<file path="config.mk">
export PLATFORM = sky130hd
export DESIGN_NAME = vector_store_serializer
export DESIGN_NICKNAME = d
export VERILOG_FILES = /design/src/rtl/vector_store_serializer.sv
export SDC_FILE = /design/constraint.sdc
export NUM_CORES = 1
export LEC_CHECK = 0
export CORE_MARGIN = 2
export CORE_UTILIZATION = 35
export DETAILED_ROUTE_END_ITERATION = 6
export GPL_ROUTABILITY_DRIVEN = 0
export SYNTH_ARGS = -nofsm -noshare
export SYNTH_HDL_FRONTEND = slang
export SYNTH_SLANG_ARGS = --single-unit
</file>
<file path="constraint.sdc">
create_clock -name clk -period 2.7 [get_ports clk]
set_input_delay 0.27 -clock clk [delete_from_list [all_inputs] [get_ports clk]]
set_output_delay 0.27 -clock clk [all_outputs]
set_load 0.01 [all_outputs]
</file>
<file path="src/rtl/vector_store_serializer.sv">
// Vector store serializer: writes one latched vector line to the 32-bit
// data-memory write port as 4, 8 or 16 consecutive word writes. The
// pipeline is stalled until the last word is accepted and the done pulse
// has been issued.
module vector_store_serializer #(
  parameter int WORD_W = 32,
  parameter int VEC_W  = 512,
  parameter int ADDR_W = 32
) (
  input  logic              clk,
  input  logic              reset,
  input  logic              start_valid,
  output logic              start_ready,
  input  logic [ADDR_W-1:0] base_addr,
  input  logic [VEC_W-1:0]  vec_data,
  input  logic [1:0]        VL,
  output logic              mem_we,
  output logic [ADDR_W-1:0] mem_addr,
  output logic [WORD_W-1:0] mem_wd,
  input  logic              mem_ready,
  output logic              stall,
  output logic              done
);

  localparam int NWORDS = VEC_W / WORD_W;
  localparam int IDX_W  = 4;

  typedef enum logic [1:0] {
    S_IDLE  = 2'd0,
    S_WRITE = 2'd1,
    S_DONE  = 2'd2
  } state_t;

  state_t             state_q, state_d;
  logic [IDX_W-1:0]   idx_q, idx_d;
  logic [VEC_W-1:0]   vec_q, vec_d;
  logic [ADDR_W-1:0]  base_q, base_d;
  logic [1:0]         vl_q, vl_d;

  logic [WORD_W-1:0]  words [NWORDS];
  logic [IDX_W-1:0]   last_idx;
  logic [ADDR_W-1:0]  word_addr;

  // Slice the latched vector line into individually addressable words.
  for (genvar gi = 0; gi < NWORDS; gi++) begin : g_words
    assign words[gi] = vec_q[gi*WORD_W +: WORD_W];
  end

  // Index of the final word for the latched length code (11 aliases 10).
  always_comb begin
    case (vl_q)
      2'b00:   last_idx = 4'd3;
      2'b01:   last_idx = 4'd7;
      default: last_idx = 4'd15;
    endcase
  end

  // Byte address of the current word; wraps modulo 2^ADDR_W by construction.
  assign word_addr = base_q + {{(ADDR_W-IDX_W-2){1'b0}}, idx_q, 2'b00};

  // State and request registers; reset abandons any store in progress.
  always_ff @(posedge clk or negedge reset) begin
    if (!reset) begin
      state_q <= S_IDLE;
      idx_q   <= '0;
      vec_q   <= '0;
      base_q  <= '0;
      vl_q    <= '0;
    end else begin
      state_q <= state_d;
      idx_q   <= idx_d;
      vec_q   <= vec_d;
      base_q  <= base_d;
      vl_q    <= vl_d;
    end
  end

  // Next-state and output decode; outputs depend only on registered state.
  always_comb begin
    state_d     = state_q;
    idx_d       = idx_q;
    vec_d       = vec_q;
    base_d      = base_q;
    vl_d        = vl_q;
    start_ready = 1'b0;
    stall       = 1'b0;
    done        = 1'b0;
    mem_we      = 1'b0;
    mem_addr    = '0;
    mem_wd      = '0;
    case (state_q)
      S_IDLE: begin
        start_ready = 1'b1;
        if (start_valid) begin
          vec_d   = vec_data;
          vl_d    = VL;
          base_d  = {base_addr[ADDR_W-1:2], 2'b00};
          idx_d   = '0;
          state_d = S_WRITE;
        end
      end
      S_WRITE: begin
        stall    = 1'b1;
        mem_we   = 1'b1;
        mem_addr = word_addr;
        mem_wd   = words[idx_q];
        // Without mem_ready everything holds so the same word is re-presented.
        if (mem_ready) begin
          if (idx_q == last_idx) begin
            state_d = S_DONE;
          end else begin
            idx_d = idx_q + 4'd1;
          end
        end
      end
      S_DONE: begin
        stall   = 1'b1;
        done    = 1'b1;
        state_d = S_IDLE;
      end
      default: begin
        state_d = S_IDLE;
      end
    endcase
  end

endmodule

</file>
## Word level (Yosys, flattened, before mapping)

Cells that the tools add are included.

| word-level totals | value |
|---|---|
| flip-flop bits (word level) | 550 |
| bits of input ports | 550 |
| output and inout bits | 68 |
| word-level logic and storage cells | 42 |

| cells by class | value |
|---|---|
| add/subtract/negate cells | 2 |
| reduce and logical (&&, ||, !) cells | 7 |
| muxes and demuxes | 18 |
| magnitude comparators | 1 |
| eq/ne operators | 8 |
| bitwise gates (word level) | 1 |

Operators by type and width:

| cell | number |
|---|---|
| $bmux 32 s4 | 1 |
| $mux 32 | 4 |
| $add 32x6->32 | 1 |
| $pmux 4 s2 | 2 |
| $mux 4 | 3 |
| $ne 2x2->1 const B | 4 |
| $mux 2 | 3 |
| $ge 5x5->1 const B | 1 |
| $not 4->5 | 1 |
| $add 4x1->4 const B | 1 |
| $eq 2x1->1 const B | 2 |
| $eq 4x4->1 | 1 |
| $logic_not 2->1 | 2 |
| $mux 1 | 4 |
| $pmux 2 s2 | 1 |
| $reduce_and 4->1 | 1 |
| $reduce_and 3->1 | 1 |
| $eq 2x2->1 const B | 1 |
| $reduce_and 2->1 | 1 |
| $reduce_bool 2->1 | 1 |
| $reduce_or 2->1 | 1 |

## Logic depth before layout (Yosys ltp)

Gate-level depths: netlist (run 1).

| logic depth | value |
|---|---|
| word-level depth | 6 |
| mapped depth | 9 |
| depth with buffers taken out | 7 |

## Least setup slack after synthesis (run 1)

OpenSTA, ideal clock, no wires.

| timing path | value |
|---|---|
| kind | register to output |
| from | register idx_q[1] |
| to | output mem_addr[20] |
| path buffers | 3 |
| stages on the path, launching flop included | 10 |
| setup slack | -175 ps |
| required time | 2430 ps |
| arrival | 2605 ps |
| path through | dfrtp_1 clkbuf_1 clkinv_1 clkbuf_1 fa_1 nand2b_1 a21o_1 clkbuf_2 or4_1 a21oi_1 |

| between the ends | value |
|---|---|
| word-level cells in the longest chain between the ends | 2 |

Ends and longest elaborated chain:

| what | line | source |
|---|---|---|
| from (decl) | 35 | `logic [IDX_W-1:0] idx_q, idx_d;` |
| from (signal assigned) | 71 | `idx_q <= idx_d;` |
| $add 32x6->32 | 59 | `assign word_addr = base_q + {{(ADDR_W-IDX_W-2){1'b0}}, idx_q, 2'b00};` |
| $mux 32 | 91 | `case (state_q)` |
| to (decl) | 18 | `output logic [ADDR_W-1:0] mem_addr,` |

No other way between the ends.

## Worst setup path in the final report (run 1)

| timing path | value |
|---|---|
| from | register idx_q[0] |
| to | output mem_addr[16] |

Same word-level chain as after synthesis.

==> results.cfg, run 1 <==
[floorplan]
die-height_um = 274
core_um2 = 72700
ios = 618
die-area_um2 = 75300
rows = 99
dieWidth_um = 274
initial_utilization_pct = 35.2

[timing]
worst_pin_slew_ns = 0.598
finalCriticalPeriod_ns = 3.12
fin_crit_sh_pct = 116
setup_tns_ns = -13.57
slew_violations = 0
rsz0062_at_grt = yes
final-setup-viol-count = 59
fin_ws_ns = -0.423
finalClockSkew_ns = 0.0188
finalHoldViolations = 0
timing.fmax_ghz = 0.320
slew_headroom_pct = 60.0

[synth]
synthesis.instances = 1712
ys_top_cells_by_area = dfrtp_1 54%, mux2_2 24%, mux4_2 9.0%
ys_types = 52
syn_avg_cell_area_um2 = 14.9
synth_common_cells = 550 x dfrtp_1, 544 x mux2_2, 110 x mux2i_1
async_flop_share_pct = 100
synth-seq-area-share_pct = 53.8
yosys_warnings = 0
synth-edff-count = 0
synthFlopType = dfrtp_1
synth_top_cell_by_area = dfrtp_1
synth_top_area_share_pct = 53.8
ys_ff_latch = 550
synth_area_um2 = 25600
synth.most_common_cell = dfrtp_1

[routing]
final_antenna_net_count = 0
wire_per_inst_um = 25.3
via_per_inst = 5.12
drt_iter0_markers = 843
wl_um = 89300
vias = 18042
drc = 0
dr.pass1.iters = 5

[setup_path]
reg2reg_depth = 10
cp_top_family = simple AND/OR/NAND/NOR gates
crit_buf_inv = 3
r2r_slack_ns = 0.36
crit_required_ns = 2.43
end_kind = output pin
r2r_end = idx_q[3]
critical-path-max-stage-delay_ns = 0.45
cp-start-kind = register
timing.rr.start = idx_q[0]
path_class = reg -> out
arrival_ns = 2.85
path_cells = ha_4, inv_2, fa_2, nand2b_4, buf_6, a211o_4, or3_4, a21oi_2, buf_2
cp_slowest_cell = dfrtp_4
crit_fanout = 6

[global_routing]
grt_usage_pct = 23.3
antenna_found_initial = 31
grt_pass1_vias = 19955
grt_max_degree = 98
grt_pass1_wl_um = 130000
grt_overflow = 0

[pwr]
ir_worst_vdd_mv = 0.580
finalPower_mw = 45.1
p_leak_nw = 15.7
p_per_area_nw_per_um2 = 1190

[cells_and_area]
drive_gt1_share_pct = 45.5
nets = 3060
multi_input_area_um2 = 12100
syn_to_final_growth_pct = 48.6
stdcell_area_um2 = 38000
fin_util_pct = 52.3
fillers = 6060
ff_latch_area_um2 = 13800
instances_no_fill = 3523

[status]
status = finished with violations
violations = setup timing

[cts]
worstSkewPairLatency_ns = 0.61
tritoncts = yes
cts_made_buffers = 60
cts.sinks = 550
cts_root_buf = clkbuf_16
path_clk_slew_ns = 0.06
h-tree-depth = 2
cts_buffer_depth = 3

[placed_design]
placed_cell_area_um2 = 33700
placed_cells = 3300
hpwlAfterDp_um = 62700
portBuffers = 613

[run]
maxCapViolCount = 0

[worst_hold_path]
holdCritPathClass = in -> async
-- sequential cells by signal (all words and copies together), names as in the netlist --
name and cells:
base_q 30, idx_q 4, state_q 2, vec_q 512, vl_q 2
-- metal layers --
metal	up-vias	track usage, %	wire (um)
met1	9298	27.8	34500
met4	34	6.72	2380
met5	-	0	233
li1	8017	-	-
met3	150	6.67	6390
met2	543	41.0	45800
-- where the power goes --
| group | internal [mW] | switching, mW |
|---|---|---|
| combinational | 12.6 | 9.30 |
| clock | 4.82 | 3.41 |
| sequential | 12.5 | 2.38 |
| total | 30.0 | 15.1 |
-- area by class of cell --
class                           instances  share of cell area [%]
Clock buffer                           96                    4.84
Clock inverter                         14                   0.362
Sequential cell                       550                    36.2
Timing Repair Buffer                  847                    23.3
Tap cell                              959                    3.16
Antenna cell                           15                  0.0987
Multi-Input combinational cell       1032                    31.9
Inverter                               10                   0.109
-- cell usage in the layout, fill, tap and decap left out, types with 13 or more instances in the layout --
master	count
nand2_1	31
mux2i_4	14
buf_6	65
clkdlybuf4s50_1	551
buf_8	18
clkbuf_1	18
buf_4	120
diode_2	15
dfrtp_1	547
o22ai_4	17
o21ai_1	24
mux2i_1	83
a21oi_1	30
buf_12	44
mux2i_2	13
o22ai_2	14
o21ai_0	18
mux4_2	102
buf_2	33
clkbuf_16	64
clkbuf_8	16
mux2_2	544
-- per-stage QoR --
step	hold WS, ns	worst slack, ns
6_report	0.210	-0.423
5_1_grt	0.217	-0.506
4_1_cts	0.196	-0.512
3_5_place_dp	0.248	-0.329
3_3_place_gp	0.241	-0.346
2_1_floorplan	-0.0256	0.0259
-- kinds of logic after synthesis --
group / synth area share [%]
multiplexers: 37.2
XOR/XNOR: 0.171
AO/OA/AOI/OAI: 3.44
adder cells (fa/ha/maj): 0.469
buffers and inverters: 2.59
AND/OR/NAND/NOR: 2.31
flip-flops: 53.8
other: 0.0147
-- repair_timing --
item                                   4_1_cts  5_1_grt
endpoints found under the hold margin       58        0
gates cloned                                14        2
setup buffers                               78       22
gates resized for setup                    496      108
pin swaps                                   59       39
setup endpoints to repair                   61       59
hold buffers                                 1        0
-- how the worst max path moves through the flow --
| stage | from | cells past startpoint | endpoint | slack (ns) |
|---|---|---|---|---|
| 5_1_grt | idx_q[0] | 9 | mem_addr[16] | -0.51 |
| 3_3_place_gp | idx_q[0] | 7 | mem_wd[16] | -0.35 |
| 6_report | idx_q[0] | 9 | mem_addr[16] | -0.42 |
| 3_5_place_dp | idx_q[0] | 7 | mem_wd[16] | -0.33 |
| 4_1_cts | idx_q[0] | 9 | mem_addr[16] | -0.51 |
| 2_1_floorplan | idx_q[1] | 9 | mem_addr[20] | 0.03 |
Note: power is estimated with default switching activity, not from simulation.
==> run 2, diff against run 1 <==
--- a/config.mk
+++ b/config.mk
@@ -5,6 +5,7 @@
 export SDC_FILE = /design/constraint.sdc
 export NUM_CORES = 1
 export LEC_CHECK = 0
+export ABC_CLOCK_PERIOD_IN_PS = 2700
 export CORE_MARGIN = 2
 export CORE_UTILIZATION = 35
 export DETAILED_ROUTE_END_ITERATION = 6
==> results of run 2 <==
No change in the layout: final DEF, timing and power equal those of run 1.
